===== src/rtl/apb_arb_pkg.sv =====
// Shared types for the two-requester APB arbiter in front of the UART completer.
// Holds the FSM state encoding, the requester index type and the requester count.
package apb_arb_pkg;

    localparam int unsigned NUM_REQ = 2;
    localparam int unsigned REQ_IDX_W = $clog2(NUM_REQ);

    typedef logic [REQ_IDX_W-1:0] req_idx_t;

    typedef enum logic [1:0] {
        IDLE   = 2'd0,
        SETUP  = 2'd1,
        ACCESS = 2'd2
    } state_t;

endpackage


===== src/rtl/apb_uart_arbiter_if.sv =====
// Bundles the requester-side and completer-side APB signals of the arbiter.
// master: the arbiter's view; slave: the surrounding requesters and completer.
interface apb_uart_arbiter_if
    import apb_arb_pkg::*;
#(
    parameter int unsigned ADDR_WIDTH = 12,
    parameter int unsigned DATA_WIDTH = 32
);
    localparam int unsigned STRB_WIDTH = DATA_WIDTH / 8;

    // requester side, one lane per requester
    logic [NUM_REQ-1:0]                 m_psel;
    logic [NUM_REQ-1:0]                 m_penable;
    logic [NUM_REQ-1:0]                 m_pwrite;
    logic [NUM_REQ-1:0][ADDR_WIDTH-1:0] m_paddr;
    logic [NUM_REQ-1:0][DATA_WIDTH-1:0] m_pwdata;
    logic [NUM_REQ-1:0][STRB_WIDTH-1:0] m_pstrb;
    logic [NUM_REQ-1:0]                 m_pready;
    logic [NUM_REQ-1:0][DATA_WIDTH-1:0] m_prdata;
    logic [NUM_REQ-1:0]                 m_pslverr;

    // completer side
    logic                  s_psel;
    logic                  s_penable;
    logic                  s_pwrite;
    logic [ADDR_WIDTH-1:0] s_paddr;
    logic [DATA_WIDTH-1:0] s_pwdata;
    logic [STRB_WIDTH-1:0] s_pstrb;
    logic                  s_pready;
    logic                  s_pslverr;
    logic [DATA_WIDTH-1:0] s_prdata;

    modport master (
        input  m_psel, m_penable, m_pwrite, m_paddr, m_pwdata, m_pstrb,
        output m_pready, m_prdata, m_pslverr,
        output s_psel, s_penable, s_pwrite, s_paddr, s_pwdata, s_pstrb,
        input  s_pready, s_pslverr, s_prdata
    );

    modport slave (
        output m_psel, m_penable, m_pwrite, m_paddr, m_pwdata, m_pstrb,
        input  m_pready, m_prdata, m_pslverr,
        input  s_psel, s_penable, s_pwrite, s_paddr, s_pwdata, s_pstrb,
        output s_pready, s_pslverr, s_prdata
    );

endinterface


===== src/rtl/apb_arb_rr_pick.sv =====
// Combinational round-robin pick between two requesters.
// A tie goes to whichever requester was not granted last.
module apb_arb_rr_pick
    import apb_arb_pkg::*;
(
    input  logic [NUM_REQ-1:0] req,
    input  req_idx_t           last_grant,
    output req_idx_t           gnt_c,
    output logic               valid_c
);

    always_comb begin
        valid_c = |req;
        gnt_c   = req_idx_t'(0);
        if (&req) begin
            gnt_c = ~last_grant;
        end else if (req[1]) begin
            gnt_c = req_idx_t'(1);
        end
    end

endmodule


===== src/rtl/apb_uart_arbiter.sv =====
// Two-requester APB arbiter sharing one APB UART completer: one transfer at a
// time, round-robin grants, and a wait-state watchdog that aborts a hung completer.
module apb_uart_arbiter
    import apb_arb_pkg::*;
#(
    parameter int unsigned ADDR_WIDTH     = 12,
    parameter int unsigned DATA_WIDTH     = 32,
    parameter int unsigned TIMEOUT_CYCLES = 256
) (
    input  logic              clk,
    input  logic              rst,
    apb_uart_arbiter_if.master bus
);

    localparam int unsigned STRB_WIDTH = DATA_WIDTH / 8;
    localparam bit          WD_EN      = (TIMEOUT_CYCLES != 0);
    localparam int unsigned CNT_W      = WD_EN ? $clog2(TIMEOUT_CYCLES + 1) : 1;
    localparam int unsigned WD_LAST    = WD_EN ? TIMEOUT_CYCLES - 1 : 0;

    state_t                state_q, state_d;
    req_idx_t              grant_q, grant_d;
    req_idx_t              last_grant_q, last_grant_d;
    logic [CNT_W-1:0]      cnt_q, cnt_d;
    logic                  s_psel_q, s_psel_d;
    logic                  s_penable_q, s_penable_d;
    logic                  s_pwrite_q, s_pwrite_d;
    logic [ADDR_WIDTH-1:0] s_paddr_q, s_paddr_d;
    logic [DATA_WIDTH-1:0] s_pwdata_q, s_pwdata_d;
    logic [STRB_WIDTH-1:0] s_pstrb_q, s_pstrb_d;

    req_idx_t              pick_gnt;
    logic                  pick_valid;
    logic                  done_c;
    logic                  timeout_c;

    logic [NUM_REQ-1:0]                 m_pready_c;
    logic [NUM_REQ-1:0][DATA_WIDTH-1:0] m_prdata_c;
    logic [NUM_REQ-1:0]                 m_pslverr_c;

    apb_arb_rr_pick u_pick (
        .req        (bus.m_psel),
        .last_grant (last_grant_q),
        .gnt_c      (pick_gnt),
        .valid_c    (pick_valid)
    );

    // State and completer-side registers
    always_ff @(posedge clk) begin
        if (rst) begin
            state_q      <= IDLE;
            grant_q      <= req_idx_t'(0);
            last_grant_q <= req_idx_t'(1);
            cnt_q        <= '0;
            s_psel_q     <= 1'b0;
            s_penable_q  <= 1'b0;
            s_pwrite_q   <= 1'b0;
            s_paddr_q    <= '0;
            s_pwdata_q   <= '0;
            s_pstrb_q    <= '0;
        end else begin
            state_q      <= state_d;
            grant_q      <= grant_d;
            last_grant_q <= last_grant_d;
            cnt_q        <= cnt_d;
            s_psel_q     <= s_psel_d;
            s_penable_q  <= s_penable_d;
            s_pwrite_q   <= s_pwrite_d;
            s_paddr_q    <= s_paddr_d;
            s_pwdata_q   <= s_pwdata_d;
            s_pstrb_q    <= s_pstrb_d;
        end
    end

    // Next-state, grant latching and watchdog
    always_comb begin
        state_d      = state_q;
        grant_d      = grant_q;
        last_grant_d = last_grant_q;
        cnt_d        = cnt_q;
        s_psel_d     = s_psel_q;
        s_penable_d  = s_penable_q;
        s_pwrite_d   = s_pwrite_q;
        s_paddr_d    = s_paddr_q;
        s_pwdata_d   = s_pwdata_q;
        s_pstrb_d    = s_pstrb_q;
        done_c       = 1'b0;
        timeout_c    = 1'b0;

        case (state_q)
            IDLE: begin
                if (pick_valid) begin
                    grant_d     = pick_gnt;
                    s_pwrite_d  = bus.m_pwrite[pick_gnt];
                    s_paddr_d   = bus.m_paddr[pick_gnt];
                    s_pwdata_d  = bus.m_pwdata[pick_gnt];
                    s_pstrb_d   = bus.m_pstrb[pick_gnt];
                    s_psel_d    = 1'b1;
                    s_penable_d = 1'b0;
                    state_d     = SETUP;
                end
            end
            SETUP: begin
                cnt_d       = '0;
                s_penable_d = 1'b1;
                state_d     = ACCESS;
            end
            ACCESS: begin
                if (cnt_q != {CNT_W{1'b1}}) begin
                    cnt_d = cnt_q + CNT_W'(1);
                end
                // counter holds (ACCESS cycle number - 1); completer ready beats the watchdog
                if (bus.s_pready) begin
                    done_c = 1'b1;
                end else if (WD_EN && (cnt_q == CNT_W'(WD_LAST))) begin
                    done_c    = 1'b1;
                    timeout_c = 1'b1;
                end
                if (done_c) begin
                    last_grant_d = grant_q;
                    s_psel_d     = 1'b0;
                    s_penable_d  = 1'b0;
                    state_d      = IDLE;
                end
            end
            default: begin
                state_d = IDLE;
            end
        endcase
    end

    // Completion response steered to the granted requester only
    always_comb begin
        m_pready_c  = '0;
        m_prdata_c  = '0;
        m_pslverr_c = '0;
        if (done_c && !rst) begin
            m_pready_c[grant_q]  = 1'b1;
            m_prdata_c[grant_q]  = timeout_c ? '0 : bus.s_prdata;
            m_pslverr_c[grant_q] = timeout_c ? 1'b1 : bus.s_pslverr;
        end
    end

    assign bus.m_pready  = m_pready_c;
    assign bus.m_prdata  = m_prdata_c;
    assign bus.m_pslverr = m_pslverr_c;

    assign bus.s_psel    = s_psel_q;
    assign bus.s_penable = s_penable_q;
    assign bus.s_pwrite  = s_pwrite_q;
    assign bus.s_paddr   = s_paddr_q;
    assign bus.s_pwdata  = s_pwdata_q;
    assign bus.s_pstrb   = s_pstrb_q;

endmodule

===== src/flat_wrapper.sv =====
// flat-port wrapper written by rule: the top's interface ports become plain ports
module apb_uart_arbiter_flat import apb_arb_pkg::*;
#(
    parameter int unsigned ADDR_WIDTH     = 12,
    parameter int unsigned DATA_WIDTH     = 32,
    parameter int unsigned TIMEOUT_CYCLES = 256
)
  (clk, rst, bus_m_psel, bus_m_penable, bus_m_pwrite, bus_m_paddr, bus_m_pwdata, bus_m_pstrb, bus_m_pready, bus_m_prdata, bus_m_pslverr, bus_s_psel, bus_s_penable, bus_s_pwrite, bus_s_paddr, bus_s_pwdata, bus_s_pstrb, bus_s_pready, bus_s_pslverr, bus_s_prdata);
  apb_uart_arbiter_if #(.ADDR_WIDTH(ADDR_WIDTH), .DATA_WIDTH(DATA_WIDTH)) bus_i ();
  input  logic clk;
  input  logic rst;
  input wire logic [$bits(bus_i.m_psel)-1:0] bus_m_psel;
  input wire logic [$bits(bus_i.m_penable)-1:0] bus_m_penable;
  input wire logic [$bits(bus_i.m_pwrite)-1:0] bus_m_pwrite;
  input wire logic [$bits(bus_i.m_paddr)-1:0] bus_m_paddr;
  input wire logic [$bits(bus_i.m_pwdata)-1:0] bus_m_pwdata;
  input wire logic [$bits(bus_i.m_pstrb)-1:0] bus_m_pstrb;
  output wire logic [$bits(bus_i.m_pready)-1:0] bus_m_pready;
  output wire logic [$bits(bus_i.m_prdata)-1:0] bus_m_prdata;
  output wire logic [$bits(bus_i.m_pslverr)-1:0] bus_m_pslverr;
  output wire logic [$bits(bus_i.s_psel)-1:0] bus_s_psel;
  output wire logic [$bits(bus_i.s_penable)-1:0] bus_s_penable;
  output wire logic [$bits(bus_i.s_pwrite)-1:0] bus_s_pwrite;
  output wire logic [$bits(bus_i.s_paddr)-1:0] bus_s_paddr;
  output wire logic [$bits(bus_i.s_pwdata)-1:0] bus_s_pwdata;
  output wire logic [$bits(bus_i.s_pstrb)-1:0] bus_s_pstrb;
  input wire logic [$bits(bus_i.s_pready)-1:0] bus_s_pready;
  input wire logic [$bits(bus_i.s_pslverr)-1:0] bus_s_pslverr;
  input wire logic [$bits(bus_i.s_prdata)-1:0] bus_s_prdata;
  assign bus_i.m_psel = bus_m_psel;
  assign bus_i.m_penable = bus_m_penable;
  assign bus_i.m_pwrite = bus_m_pwrite;
  assign bus_i.m_paddr = bus_m_paddr;
  assign bus_i.m_pwdata = bus_m_pwdata;
  assign bus_i.m_pstrb = bus_m_pstrb;
  assign bus_m_pready = bus_i.m_pready;
  assign bus_m_prdata = bus_i.m_prdata;
  assign bus_m_pslverr = bus_i.m_pslverr;
  assign bus_s_psel = bus_i.s_psel;
  assign bus_s_penable = bus_i.s_penable;
  assign bus_s_pwrite = bus_i.s_pwrite;
  assign bus_s_paddr = bus_i.s_paddr;
  assign bus_s_pwdata = bus_i.s_pwdata;
  assign bus_s_pstrb = bus_i.s_pstrb;
  assign bus_i.s_pready = bus_s_pready;
  assign bus_i.s_pslverr = bus_s_pslverr;
  assign bus_i.s_prdata = bus_s_prdata;
  apb_uart_arbiter #(.ADDR_WIDTH(ADDR_WIDTH), .DATA_WIDTH(DATA_WIDTH), .TIMEOUT_CYCLES(TIMEOUT_CYCLES)) u_core (.clk(clk), .rst(rst), .bus(bus_i));
endmodule

===== config.mk =====
export PLATFORM = sky130hd
export DESIGN_NAME = apb_uart_arbiter_flat
export DESIGN_NICKNAME = d
export VERILOG_FILES = /design/src/rtl/apb_arb_pkg.sv /design/src/rtl/apb_uart_arbiter_if.sv /design/src/rtl/apb_arb_rr_pick.sv /design/src/rtl/apb_uart_arbiter.sv /design/src/flat_wrapper.sv
export SDC_FILE = /design/constraint.sdc
export NUM_CORES = 1
export LEC_CHECK = 0
export BUFFER_PORTS_ARGS = -buffer_cell sky130_fd_sc_hd__buf_2
export CORE_MARGIN = 5
export CORE_UTILIZATION = 44
export DETAILED_ROUTE_END_ITERATION = 8
export PLACE_DENSITY = 0.86
export RECOVER_POWER = 25
export SETUP_SLACK_MARGIN = 0.4
export SLEW_MARGIN = 20
export SYNTH_ARGS = -nofsm -noshare
export SYNTH_HDL_FRONTEND = slang
export SYNTH_HIERARCHICAL = 1
export SYNTH_SLANG_ARGS = --single-unit

===== constraint.sdc =====
create_clock -name clk -period 3.2 [get_ports clk]
set_input_delay 0.16 -clock clk [delete_from_list [all_inputs] [get_ports clk]]
set_output_delay 0.16 -clock clk [all_outputs]
set_load 0.005 [all_outputs]

==> results by group <==
Worst setup path
  – Setup CP Type: register to primary output
  – Slowest CP cell: or4_4
  – CP max FO: 17
  – CP Launch Type: register
  – Cell depth of the worst flop-to-flop path: 8
  – Crit path arrival time: 2410 ps
  – Buffer and inverter count on the worst path: 2
  – Worst Setup End Kind: primary output
  – CP Cell Sequence: ha_2, nand2_1, nor3_4, ha_2, nor2_1, or4_4, clkbuf_16, nor2_2, buf_2
  – CP max stage delay: 520 ps
  – Top delay family on crit path: simple AND/OR/NAND/NOR gates
  – Worst Path Required: 3040 ps
  – CP dominant cell by count: ha_2
  – Crit. path cell count: 9

Die
  – FP Rows: 32
  – Core area: 0.00777 sq mm
  – Die area: 0.00994 sq mm
  – Die W: 99.7 um
  – IO Pins: 257
  – Initial Utilization: 0.456
  – Die span in y: 99.7 um

Status
  – Status: finished, final reports clean

Synth
  – Flops & latches, synth: 64
  – Warnings from Yosys: 6
  – Post-synth top area cell: dfxtp_1
  – Synth unique cells: 42
  – Sequential area share after synthesis: 0.362
  – Area contributors post-synth: dfxtp_1, mux2i_1, a211oi_1
  – EDFF count, synth: 0
  – Area share of the largest cell type after synthesis: 0.362
  – Post-Syn Nets: 578
  – Mapped Area: 0.00354 sq mm
  – Gate Count Post-Synth: 437
  – Ys flop type: dfxtp_1
  – Avg Synthesized Cell Area: 8.10 sq um
  – Async SR Flop Fraction: 0

Clocking
  – Cts hold-fix bufs: 0
  – Root Driver: clkbuf_8
  – CTS sink count: 64
  – Skew-Pair Late Insertion Delay: 330 ps
  – Clock transition at the registers of the reported paths: 80 ps
  – Inserted Clock Buffers: 9
  – H-tree levels: 3
  – CTS tree: done
  – Max clock buf depth: 2

Layout
  – Final cell count without fillers: 780
  – Most frequent cells in the layout: buf_2, nor2_1, dfxtp_1, mux2i_1, a211oi_1
  – Fin util: 0.654
  – Share of layout cells above drive strength 1: 0.422
  – Nets: 814
  – Design area: 0.00508 sq mm
  – Area Overhead vs Synth: 43.6%
  – Antenna Cells: 0
  – Commonest non-fill, non-tap cell in the layout: buf_2

Route
  – DRT iter0 DRCs: 182
  – DR vias: 3978
  – Routed wire length per instance: 15.2 um
  – DRC: 0
  – Detailed Route WL: 11900 um
  – DR vias/cell: 5.10
  – DRT Pass-1 Iters: 4
  – Final ANT Viol Nets: 0

Timing
  – Final Hold Viols: 0
  – Final Slew Violations: 0
  – Max_slew headroom: 0.554
  – Fin crit share: 0.803
  – Fin Setup TNS: 0 ps
  – Final Skew: 8.57 ps
  – Final setup viols: 0
  – Worst Tran Pin Value: 669 ps
  – Unrepaired setup endpoints after global routing: false
  – F_max: 389 MHz
  – Minimum clock period: 2570 ps

Global route
  – Grt total ovfl: 0
  – First-pass GRT wire length: 18000 um
  – Vias in the first global route: 3928
  – Initial antenna violation count: 0
  – All-layer global routing usage: 0.223
  – Largest net degree at the start of global routing: 102

Power
  – Leak Pwr: 2.55 nW
  – VDD IR max: 0.277 mV
  – PwrDens: 427 mW/mm^2

Placed design
  – Post-DP Area: 0.00484 sq mm
  – Placer Congestion: 1.00
  – Placed insts: 762
  – PortBufs: 254
  – Post-DP HPWL: 9190 um

Hold path
  – Hold path cells: 3
  – Hold crit path type: input port to register

Flow run
  – Max_cap viols: 0
## registers in the layout (all words and copies together), names as in the netlist
register and flops:
u_core/grant_q 1, u_core/state_q 2, u_core/bus.s_pwrite 1, u_core/bus.s_pwdata 32, u_core/bus.s_paddr 12, u_core/bus.s_pstrb 4, u_core/last_grant_q 1, u_core/cnt_q 9
u_core/bus.s_penable 1, u_core/bus.s_psel 1
## synthesized netlist by cell type, drive strengths merged, types with 2 or more instances
master,count
nor2,120
o21bai,3
and4b,2
nand4b,2
nand4bb,2
a21oi,7
or2,2
o21a,2
o21ai,4
o32ai,2
ha,3
nor2b,7
a211oi,50
nor3,2
o311ai,2
buf,25
nand3,3
inv,7
nand2,41
mux2i,50
dfxtp,64
clkbuf,14
nand2b,5
nor3b,3
or4,3
## worst paths after layout
check	start	endpoint	slack (ps)
setup / recovery	u_core/cnt_q[0]	bus_m_prdata[19]	630
hold / removal	bus_m_pwdata[24]	u_core/bus.s_pwdata[24]	160
setup reg to reg	u_core/cnt_q[0]	u_core/last_grant_q	1100
hold reg to reg	u_core/bus.s_penable	u_core/bus.s_penable	450
## through the flow
step / hold WS [ps] / worst slack, ps / total power, W
finish: 163 / 630 / 0.00217
global route: 158 / 500 / 0.00229
CTS: 145 / 408 / 0.00220
detailed placement: 450 / 515 / 0.00143
global placement: 448 / 611 / 0.00141
floorplan: 340 / 1060 / 0.00121
## layout make-up
type / count / area, sq um
tap: 102 / 128
clock buffer: 11 / 141
inverter: 7 / 26.3
fill: 670 / 2680
multi-input combinational: 327 / 2080
sequential: 64 / 1290
clock inverter: 5 / 80.1
timing repair buffer: 264 / 1350
## logic make-up after synthesis
group / Yosys count / synth area share
flip-flops: 64 / 0.362
multiplexers: 50 / 0.141
buffers and inverters: 46 / 0.0633
AND/OR/NAND/NOR: 197 / 0.264
AO/OA/AOI/OAI: 77 / 0.158
adder cells (fa/ha/maj): 3 / 0.0106
## per-layer routing
layer | part of all wire | vias up | GRT usage
li1 | - | 1979 | -
met1 | 0.35 | 1745 | 0.231
met2 | 0.52 | 216 | 0.404
met3 | 0.087 | 38 | 0.0519
met4 | 0.042 | 0 | 0.134
met5 | 0 | - | 0
## worst reg2reg max path, cell delays in order (launching register included)
cell and delay [ps]:
dfxtp_2 380, ha_2 220, nand2_1 100, nor3_4 160
ha_2 220, nor2_1 60, or4_4 530, clkbuf_16 220
o21a_1 110
## report_power, final
| group | switching [W] | total, W | internal (W) | leakage (nW) |
|---|---|---|---|---|
| logic | 0.000253 | 0.000470 | 0.000217 | 1.91 |
| registers | 0.0000469 | 0.000928 | 0.000881 | 0.532 |
| clock network | 0.000311 | 0.000770 | 0.000459 | 0.106 |
| total | 0.000611 | 0.00217 | 0.00156 | 2.55 |
## repair_timing
item | in CTS | in global routing
gates resized for setup | 7 | 5
buffers inserted | 1 | 0
setup endpoints to repair | 34 | 34
endpoints found under the hold margin | 0 | 0
cloned | 0 | 1
pin swaps | 1 | 0
Power figures use the tool's default switching activity.
